### src/rtl/bus_arb_pkg.sv
//------------------------------------------------------------------------------
// bus_arb_pkg - shared types for the unified inst/data bus arbiter. Rev 1.0
//------------------------------------------------------------------------------
`default_nettype none

package bus_arb_pkg;
  typedef enum logic {
    OWNER_INST = 1'b0,
    OWNER_DATA = 1'b1
  } owner_t;
endpackage

`default_nettype wire

### src/rtl/arb_tag_fifo.sv
//------------------------------------------------------------------------------
// arb_tag_fifo - in-order FIFO of requester tags for reads in flight. Rev 1.0
//------------------------------------------------------------------------------
`default_nettype none

module arb_tag_fifo
  import bus_arb_pkg::*;
#(
  parameter int DEPTH = 2
) (
  input  logic                         clk,
  input  logic                         rst,
  input  logic                         i_push,
  input  owner_t                       i_tag,
  input  logic                         i_pop,
  output owner_t                       o_head,
  output logic                         o_full,
  output logic                         o_empty,
  output logic [$clog2(DEPTH+1)-1:0]   o_count
);

  localparam int c_cnt_w = $clog2(DEPTH + 1);
  localparam int c_ptr_w = (DEPTH > 1) ? $clog2(DEPTH) : 1;

  logic [c_cnt_w-1:0] r_count;
  logic [c_ptr_w-1:0] r_wr_ptr;
  logic [c_ptr_w-1:0] r_rd_ptr;
  owner_t             r_tags [DEPTH];
  logic               w_push;
  logic               w_pop;

  function automatic logic [c_ptr_w-1:0] next_ptr(input logic [c_ptr_w-1:0] p);
    return (p == c_ptr_w'(DEPTH - 1)) ? '0 : p + 1'b1;
  endfunction

  assign o_full  = (r_count == c_cnt_w'(DEPTH));
  assign o_empty = (r_count == '0);
  assign o_count = r_count;
  assign o_head  = r_tags[r_rd_ptr];
  assign w_push  = i_push & ~o_full;
  assign w_pop   = i_pop & ~o_empty;

  always_ff @(posedge clk) begin
    if (w_push) r_tags[r_wr_ptr] <= i_tag;
  end

  always_ff @(posedge clk) begin
    if (rst) begin
      r_count  <= '0;
      r_wr_ptr <= '0;
      r_rd_ptr <= '0;
    end else begin
      if (w_push) r_wr_ptr <= next_ptr(r_wr_ptr);
      if (w_pop)  r_rd_ptr <= next_ptr(r_rd_ptr);
      if (w_push && !w_pop)      r_count <= r_count + 1'b1;
      else if (!w_push && w_pop) r_count <= r_count - 1'b1;
    end
  end

endmodule

`default_nettype wire

### src/rtl/unified_bus_arbiter.sv
//------------------------------------------------------------------------------
// unified_bus_arbiter - shares one wait/valid memory bus between fetch and data.
// Rev 1.0
//------------------------------------------------------------------------------
`default_nettype none

module unified_bus_arbiter
  import bus_arb_pkg::*;
#(
  parameter int MAX_OUTSTANDING = 2,
  parameter int STARVE_LIMIT    = 4
) (
  input  logic                                 clock,
  input  logic                                 reset,
  input  logic [31:0]                          inst_address,
  input  logic                                 inst_read_enable,
  output logic [31:0]                          inst_read_data,
  output logic                                 inst_wait_req,
  output logic                                 inst_valid,
  input  logic [31:0]                          data_address,
  input  logic [31:0]                          data_write_data,
  input  logic [3:0]                           data_byte_enable,
  input  logic                                 data_read_enable,
  input  logic                                 data_write_enable,
  output logic [31:0]                          data_read_data,
  output logic                                 data_wait_req,
  output logic                                 data_valid,
  output logic [31:0]                          mem_address,
  output logic [31:0]                          mem_write_data,
  output logic [3:0]                           mem_byte_enable,
  output logic                                 mem_read_enable,
  output logic                                 mem_write_enable,
  input  logic [31:0]                          mem_read_data,
  input  logic                                 mem_wait_req,
  input  logic                                 mem_valid,
  output logic [$clog2(MAX_OUTSTANDING+1)-1:0] outstanding_count,
  output logic                                 protocol_error
);

  localparam int c_stv_w = $clog2(STARVE_LIMIT + 1);

  logic               r_lock_valid;
  owner_t             r_lock_owner;
  logic [c_stv_w-1:0] r_starve_cnt;
  logic               r_protocol_error;

  logic   w_has_owner;
  owner_t w_owner;
  logic   w_sel_inst;
  logic   w_sel_data;
  logic   w_is_read;
  logic   w_is_write;
  logic   w_read_blocked;
  logic   w_accept;
  logic   w_owner_wait;
  logic   w_pop;
  logic   w_fifo_full;
  logic   w_fifo_empty;
  owner_t w_head;

  // A locked owner keeps the bus until accepted, regardless of priority.
  always_comb begin
    w_has_owner = 1'b0;
    w_owner     = OWNER_DATA;
    if (r_lock_valid) begin
      w_has_owner = 1'b1;
      w_owner     = r_lock_owner;
    end else if (inst_read_enable &&
                 (!(data_read_enable || data_write_enable) ||
                  r_starve_cnt == c_stv_w'(STARVE_LIMIT))) begin
      w_has_owner = 1'b1;
      w_owner     = OWNER_INST;
    end else if (data_read_enable || data_write_enable) begin
      w_has_owner = 1'b1;
      w_owner     = OWNER_DATA;
    end
  end

  assign w_sel_inst     = w_has_owner & (w_owner == OWNER_INST);
  assign w_sel_data     = w_has_owner & (w_owner == OWNER_DATA);
  assign w_is_read      = (w_sel_inst & inst_read_enable) | (w_sel_data & data_read_enable);
  assign w_is_write     = w_sel_data & data_write_enable;
  assign w_read_blocked = w_is_read & w_fifo_full;
  assign w_accept       = (w_is_read | w_is_write) & ~mem_wait_req & ~w_read_blocked;
  assign w_owner_wait   = mem_wait_req | w_read_blocked;

  assign mem_address      = w_sel_inst ? inst_address : data_address;
  assign mem_write_data   = w_sel_data ? data_write_data : 32'h0;
  assign mem_byte_enable  = w_sel_data ? data_byte_enable : 4'b1111;
  assign mem_read_enable  = w_is_read & ~w_fifo_full;
  assign mem_write_enable = w_is_write;

  assign inst_wait_req = w_sel_inst ? w_owner_wait : 1'b1;
  assign data_wait_req = w_sel_data ? w_owner_wait : 1'b1;

  // Responses are routed combinationally from the head tag in the same cycle.
  assign w_pop          = mem_valid & ~w_fifo_empty;
  assign inst_valid     = w_pop & (w_head == OWNER_INST);
  assign data_valid     = w_pop & (w_head == OWNER_DATA);
  assign inst_read_data = mem_read_data;
  assign data_read_data = mem_read_data;
  assign protocol_error = r_protocol_error;

  arb_tag_fifo #(
    .DEPTH (MAX_OUTSTANDING)
  ) u_tag_fifo (
    .clk     (clock),
    .rst     (reset),
    .i_push  (w_accept & w_is_read),
    .i_tag   (w_owner),
    .i_pop   (w_pop),
    .o_head  (w_head),
    .o_full  (w_fifo_full),
    .o_empty (w_fifo_empty),
    .o_count (outstanding_count)
  );

  always_ff @(posedge clock) begin
    if (reset) begin
      r_lock_valid     <= 1'b0;
      r_lock_owner     <= OWNER_INST;
      r_starve_cnt     <= '0;
      r_protocol_error <= 1'b0;
    end else begin
      if (w_accept) begin
        r_lock_valid <= 1'b0;
      end else if (w_is_read || w_is_write) begin
        r_lock_valid <= 1'b1;
        r_lock_owner <= w_owner;
      end
      if (!inst_read_enable || (w_accept && w_sel_inst))
        r_starve_cnt <= '0;
      else if (w_accept && w_sel_data && r_starve_cnt != c_stv_w'(STARVE_LIMIT))
        r_starve_cnt <= r_starve_cnt + 1'b1;
      if (mem_valid && w_fifo_empty)
        r_protocol_error <= 1'b1;
    end
  end

endmodule

`default_nettype wire

### config.mk
export PLATFORM = sky130hd
export DESIGN_NAME = unified_bus_arbiter
export DESIGN_NICKNAME = d
export VERILOG_FILES = /design/src/rtl/bus_arb_pkg.sv /design/src/rtl/arb_tag_fifo.sv /design/src/rtl/unified_bus_arbiter.sv
export SDC_FILE = /design/constraint.sdc
export NUM_CORES = 1
export LEC_CHECK = 0
export BUFFER_PORTS_ARGS = -buffer_cell sky130_fd_sc_hd__buf_4
export CAP_MARGIN = 20
export CORE_AREA = 3 3 108 110
export CTS_BUF_LIST = sky130_fd_sc_hd__clkbuf_8
export DETAILED_ROUTE_END_ITERATION = 8
export DIE_AREA = 0 0 111 113
export PLACE_DENSITY = 0.59
export SYNTH_ARGS = -nofsm -noshare
export SYNTH_HDL_FRONTEND = slang
export SYNTH_SLANG_ARGS = --single-unit
export TNS_END_PERCENT = 30
### constraint.sdc
create_clock -name clock -period 4.7 [get_ports clock]
set_input_delay 0.235 -clock clock [delete_from_list [all_inputs] [get_ports clock]]
set_output_delay 0.235 -clock clock [all_outputs]
set_load 0.03 [all_outputs]
# Word-level counts from Yosys, hierarchy flattened
# Memories as Yosys holds them, arrays and structs flattened. A register that Yosys moved wholly into a read port is not among the register bits.
# Cells that the tools add are included.
# totals
mem_count	1
wordCells	79
mem_bits_rw	2
output_inout_bits	141
regBits	10
# mem_list
memory	words	word_bits	read_ports	rd_ports_with_merged_regs	write_ports	line	rtl
u_tag_fifo.r_tags	2	1	1	1	1	arb_tag_fifo.sv:28	owner_t r_tags [DEPTH];
# classes
n_eq_ne	3
n_mux	18
n_addsub	5
n_reduce_logical	20
bitwise	25
# ops
operator	n
32-bit two-way mux	2
1-bit bitwise AND	15
1-bit two-way mux	13
1-bit logical AND	7
1-bit inverter	7
1-bit zero test	4
1-bit logical OR	4
2-bit two-way mux	2
4-bit two-way mux	1
2-bit OR reduction	2
3-bit by 1-bit adder with 3-bit output, second input constant	1
3-bit equality test, second input constant	1
3-bit inequality test, second input constant	1
1-bit bitwise OR	3
1-bit adder, second input constant	2
2-bit by 1-bit adder with 2-bit output, second input constant	1
2-bit equality test, second input constant	1
2-bit zero test	1
2-bit AND reduction	1
2-bit nonzero test	1
2-bit by 1-bit subtractor with 2-bit output, second input constant	1

# Longest topological paths before layout
# depth
depth_word	19
depth_mapped	9

# Hierarchy
# From an unflattened synthesis, not the netlist that was laid out.
# unflattened
cells_unflattened	225
area_unflattened_um2	1875.5
# modules_own_cells
module	seq_area_each_um2	n_inst	area_per_inst_um2	cells_per_inst
unified_bus_arbiter	120.1	1	1586.5	197
arb_tag_fifo	160.2	1	289.0	28

# Least setup slack after synthesis
# No wires, ideal clock.
# synth_path
kind	register to register
start	register r_starve_cnt[0]
end	register u_tag_fifo.r_count[1] (netlist: u_tag_fifo.o_count[1])
path_slack_ns	2.647
stages_incl_launch_ff	9
required_ns	4.630
arrival_time_ns	1.983
synth_period_minus_slack_ns	2.053
cell_sequence	dfxtp_1 inv_1 ha_1 and2_2 o211ai_4 a211oi_1 ha_1 or3_1 a21oi_1
# synth_via
elab_chain_len	17
# synth_lines
item	line	rtl
from (decl)	unified_bus_arbiter.sv:44	logic [c_stv_w-1:0] r_starve_cnt;
from (signal assigned)	unified_bus_arbiter.sv:134	r_starve_cnt <= r_starve_cnt + 1'b1;
3-bit equality test *	unified_bus_arbiter.sv:70	r_starve_cnt == c_stv_w'(STARVE_LIMIT))) begin
1-bit logical OR *	unified_bus_arbiter.sv:69	(!(data_read_enable || data_write_enable) ||
1-bit logical AND *	unified_bus_arbiter.sv:68	end else if (inst_read_enable &&
1-bit two-way mux	unified_bus_arbiter.sv:68	
1-bit two-way mux	unified_bus_arbiter.sv:65	if (r_lock_valid) begin
1-bit inverter	unified_bus_arbiter.sv:79	assign w_sel_inst = w_has_owner & (w_owner == OWNER_INST);
1-bit bitwise AND	unified_bus_arbiter.sv:79	
1-bit bitwise AND	unified_bus_arbiter.sv:81	assign w_is_read = (w_sel_inst & inst_read_enable) | (w_sel_data & data_read_enable);
[... 2 more ...]	-	
1-bit bitwise AND or 1-bit inverter (tied branches)	unified_bus_arbiter.sv:84	assign w_accept = (w_is_read | w_is_write) & ~mem_wait_req & ~w_read_blocked;
1-bit bitwise AND	unified_bus_arbiter.sv:84	
1-bit bitwise AND *	unified_bus_arbiter.sv:109	.i_push (w_accept & w_is_read),
1-bit bitwise AND *	arb_tag_fifo.sv:40	assign w_push = i_push & ~o_full;
named net u_tag_fifo.w_push	arb_tag_fifo.sv:29	logic w_push;
1-bit zero test	arb_tag_fifo.sv:56	else if (!w_push && w_pop) r_count <= r_count - 1'b1;
1-bit logical AND	arb_tag_fifo.sv:56	
2-bit nonzero test (no source line)	-	
to (signal assigned)	arb_tag_fifo.sv:55	if (w_push && !w_pop) r_count <= r_count + 1'b1;
to (signal assigned)	arb_tag_fifo.sv:56	
to (decl)	arb_tag_fifo.sv:25	logic [c_cnt_w-1:0] r_count;
# Mark *: on every way through the listed nets, which the timed path passes. The rest lies on a longest branch.
# A chain may end at the register's enable or synchronous reset.

# Worst setup path after layout
# layout_path
start	register r_starve_cnt[0]
end	output mem_address[21]
# layout_via
elab_chain_len	8
# layout_lines
item	line	rtl
3-bit equality test *	unified_bus_arbiter.sv:70	
1-bit logical OR *	unified_bus_arbiter.sv:69	
1-bit logical AND *	unified_bus_arbiter.sv:68	
1-bit two-way mux	unified_bus_arbiter.sv:68	
1-bit two-way mux	unified_bus_arbiter.sv:65	
1-bit inverter	unified_bus_arbiter.sv:79	
1-bit bitwise AND *	unified_bus_arbiter.sv:79	
32-bit two-way mux *	unified_bus_arbiter.sv:87	assign mem_address = w_sel_inst ? inst_address : data_address;
to (decl)	unified_bus_arbiter.sv:28	output logic [31:0] mem_address,
# Every way passes the cells marked *; elsewhere a longest branch is shown, timed or not.

==> flow_metrics.tcl <==
set metrics [dict create \
    status "finished clean" \
    dieArea_sq_um 12500 \
    placementRows 38 \
    die_w_microns 111 \
    htree_levels 1 \
    drt_iter0_drc 59 \
    cts_tree "built" \
    antenna_cells 0 \
    overflow 0 \
    antenna_left 0 \
    cp_cell_sequence "inv_1 -> ha_1 -> and2_2 -> o2bb2ai_4 -> mux2_2 -> buf_4" \
    tns_ps 0 \
    final_nets 483 \
    core_area_sq_um 10800 \
    postSynth.asyncResetShare_pct 0 \
    cts_buffers 3 \
    cts_resized 0 \
    rsz0062_at_grt "false" \
    seq_area_frac_synth_pct 15.0 \
    totalWireLength_mm 6.01 \
    clkPwrFrac_pct 11.8 \
    whs_path_depth 2 \
    start_kind "register" \
    syn-num-nets 366 \
    hold_ws_ps 214 \
    p_sw_share_pct 46.1 \
    viasPerCell 4.01 \
    gp_congestion 0.824 \
    ys_seq_elements 13 \
    slowest_stage "o2bb2ai_4" \
    drive_gt1_share_pct 67.9 \
    p_int_mw 0.472 \
    crit_fanout 38 \
    final_common_cell "buf_4" \
    peakVddDrop_v 0.000114 \
    timing.final.crit_share_pct 58.8 \
    netlist_area_sq_um 1860 \
    synthFlopType "dfxtp_1" \
    pre_cts_slack_ps 2160 \
    dp_hpwl_mm 5.16 \
    p_switching_mw 0.403 \
    endpoint_kind "output pin" \
    drc_errors 0 \
    insertion_delay_ps 250 \
    synth_edf_count 2 \
    wire_per_inst_microns 12.5 \
    die_h_microns 113 \
    clk_pin_slew_ps 60 \
    combPwrFrac_pct 70.1 \
    r2r_cells 8 \
    power_density_nw_per_um2 294 \
    clock_sinks 13 \
    tightest_slew_ps 993 \
    fin_ws_ps 1930 \
    vias 1924 \
    initial_core_util_pct 17.3 \
    postCtsSetupRepairBufs 0 \
    pwr-share-seq_pct 18.1 \
    cp.required_ps 4470 \
    cp.arrival_ps 2530 \
    hold_viol 0 \
    cap_violations 0 \
    cts_root_buffer "clkbuf_8" \
    drtPass1Iterations 4 \
    grt_pass1_vias 1883 \
    slew_violations 0 \
    relSlewSlack_pct 33.7 \
    netlist_instances 224 \
    hold_class "in -> reg" \
    clock_skew_ps 1.31 \
    clockBufferDepth 2 \
    final_cell_mix "183 x buf_4, 34 x and2_1, 32 x mux2_2" \
    holdBufCountCts 0 \
    fmax_mhz 362 \
    p_leak_nw 1.44 \
    ys_warn_count 0 \
    slowest_delay_ps 800 \
    syn_area_per_cell_sq_um 8.32 \
    min_period_ps 2770 \
    worst-setup-path-type "reg -> out" \
    grt_pass1_wl_mm 8.98 \
    io_buffers 183 \
    power_mw 0.876 \
    ios 280 \
    antenna_found_initial 0 \
    areaGrowthSynthToFinish_pct 59.6 \
    ys_types 40 \
    setup_viol 0 \
    grtUsageTotal_pct 8.44 \
    grt_max_degree 39 \
]
final timing paths:
kind / from / to / slack (ps)
setup reg to reg: r_starve_cnt[0]$_SDFFE_PP0P_ / u_tag_fifo.o_count[1]$_SDFFE_PP0P_ / 2360
hold / removal: reset / u_tag_fifo.o_count[1]$_SDFFE_PP0P_ / 210
hold reg to reg: protocol_error$_SDFFE_PP0P_ / protocol_error$_SDFFE_PP0P_ / 480
setup / recovery: r_starve_cnt[0]$_SDFFE_PP0P_ / mem_address[21] / 1930
through the flow:
step	instances	utilization, %	area (sq um)
global route	480	27.6	2980
finish	480	27.6	2980
CTS	479	27.4	2960
global placement	475	27.0	2910
detailed placement	475	27.0	2910
floorplan	224	-	1860
cells by family after synthesis:
group	synth area share (%)
AOI/OAI and AO/OA	11.5
DFF	15.0
and+or+nand+nor	21.2
adders and majority gates	2.01
muxes	19.9
xor gates and xnor gates	1.88
buffers and inverters	28.5
power groups by stage:
stage	logic, mW	clock network (mW)	registers [mW]
6_report	0.614	0.103	0.159
5_1_grt	0.658	0.112	0.162
3_3_place_gp	0.609	0	0.160
3_5_place_dp	0.616	0	0.161
2_1_floorplan	0.462	0	0.176
4_1_cts	0.619	0.107	0.159
synth_stat cells (2+ instances only):
cell,n,area (sq um)
o22ai_1,2,12.5
mux2_2,32,360
o21ai_0,4,20.0
a31o_2,2,17.5
xor2_1,3,26.3
nand2_1,10,37.5
dfxtp_1,11,220
buf_2,3,15.0
a21oi_1,4,20.0
inv_1,4,15.0
ha_1,3,37.5
buf_4,64,480
or3_1,2,12.5
nor2_1,9,33.8
clkbuf_1,4,15.0
and2_1,34,213
edfxtp_1,2,60.1
nor2b_1,4,25.0
nand2b_1,6,37.5
area by class of cell:
cell class	count	area, sq um
clock buffers	3	41.3
clock inverters	1	5.00
fillers	1144	7820
inverters	4	15.0
multi-input cells	135	1070
flip-flops and latches	13	280
well taps	140	175
repair buffers	184	1390
critical path: cells and delay by family (launching register included):
family	cells	cell delay, ps
buf+inv	2	230
flops	1	350
simple gates	1	240
compound gates	1	800
fa+ha+maj	1	220
mux	1	430
sequential cells by signal, summed over array words and instances, names as in the netlist, named ones only:
| signal | cells |
|---|---|
| u_tag_fifo.r_wr_ptr | 1 |
| r_lock_valid | 1 |
| r_lock_owner | 1 |
| r_starve_cnt | 3 |
| protocol_error | 1 |
| u_tag_fifo.r_rd_ptr | 1 |
| u_tag_fifo.o_count | 2 |
| u_tag_fifo.r_tags | 2 |
routing by layer:
layer | track usage (%) | wire, microns | part of all wire [%]
met4 | 2.79 | 92 | 1.5
met3 | 2.46 | 685 | 11
met2 | 16.4 | 3170 | 53
met1 | 8.63 | 2070 | 34
met5 | 0 | 0 | 0
No activity file was read; power rests on OpenSTA's default activity.
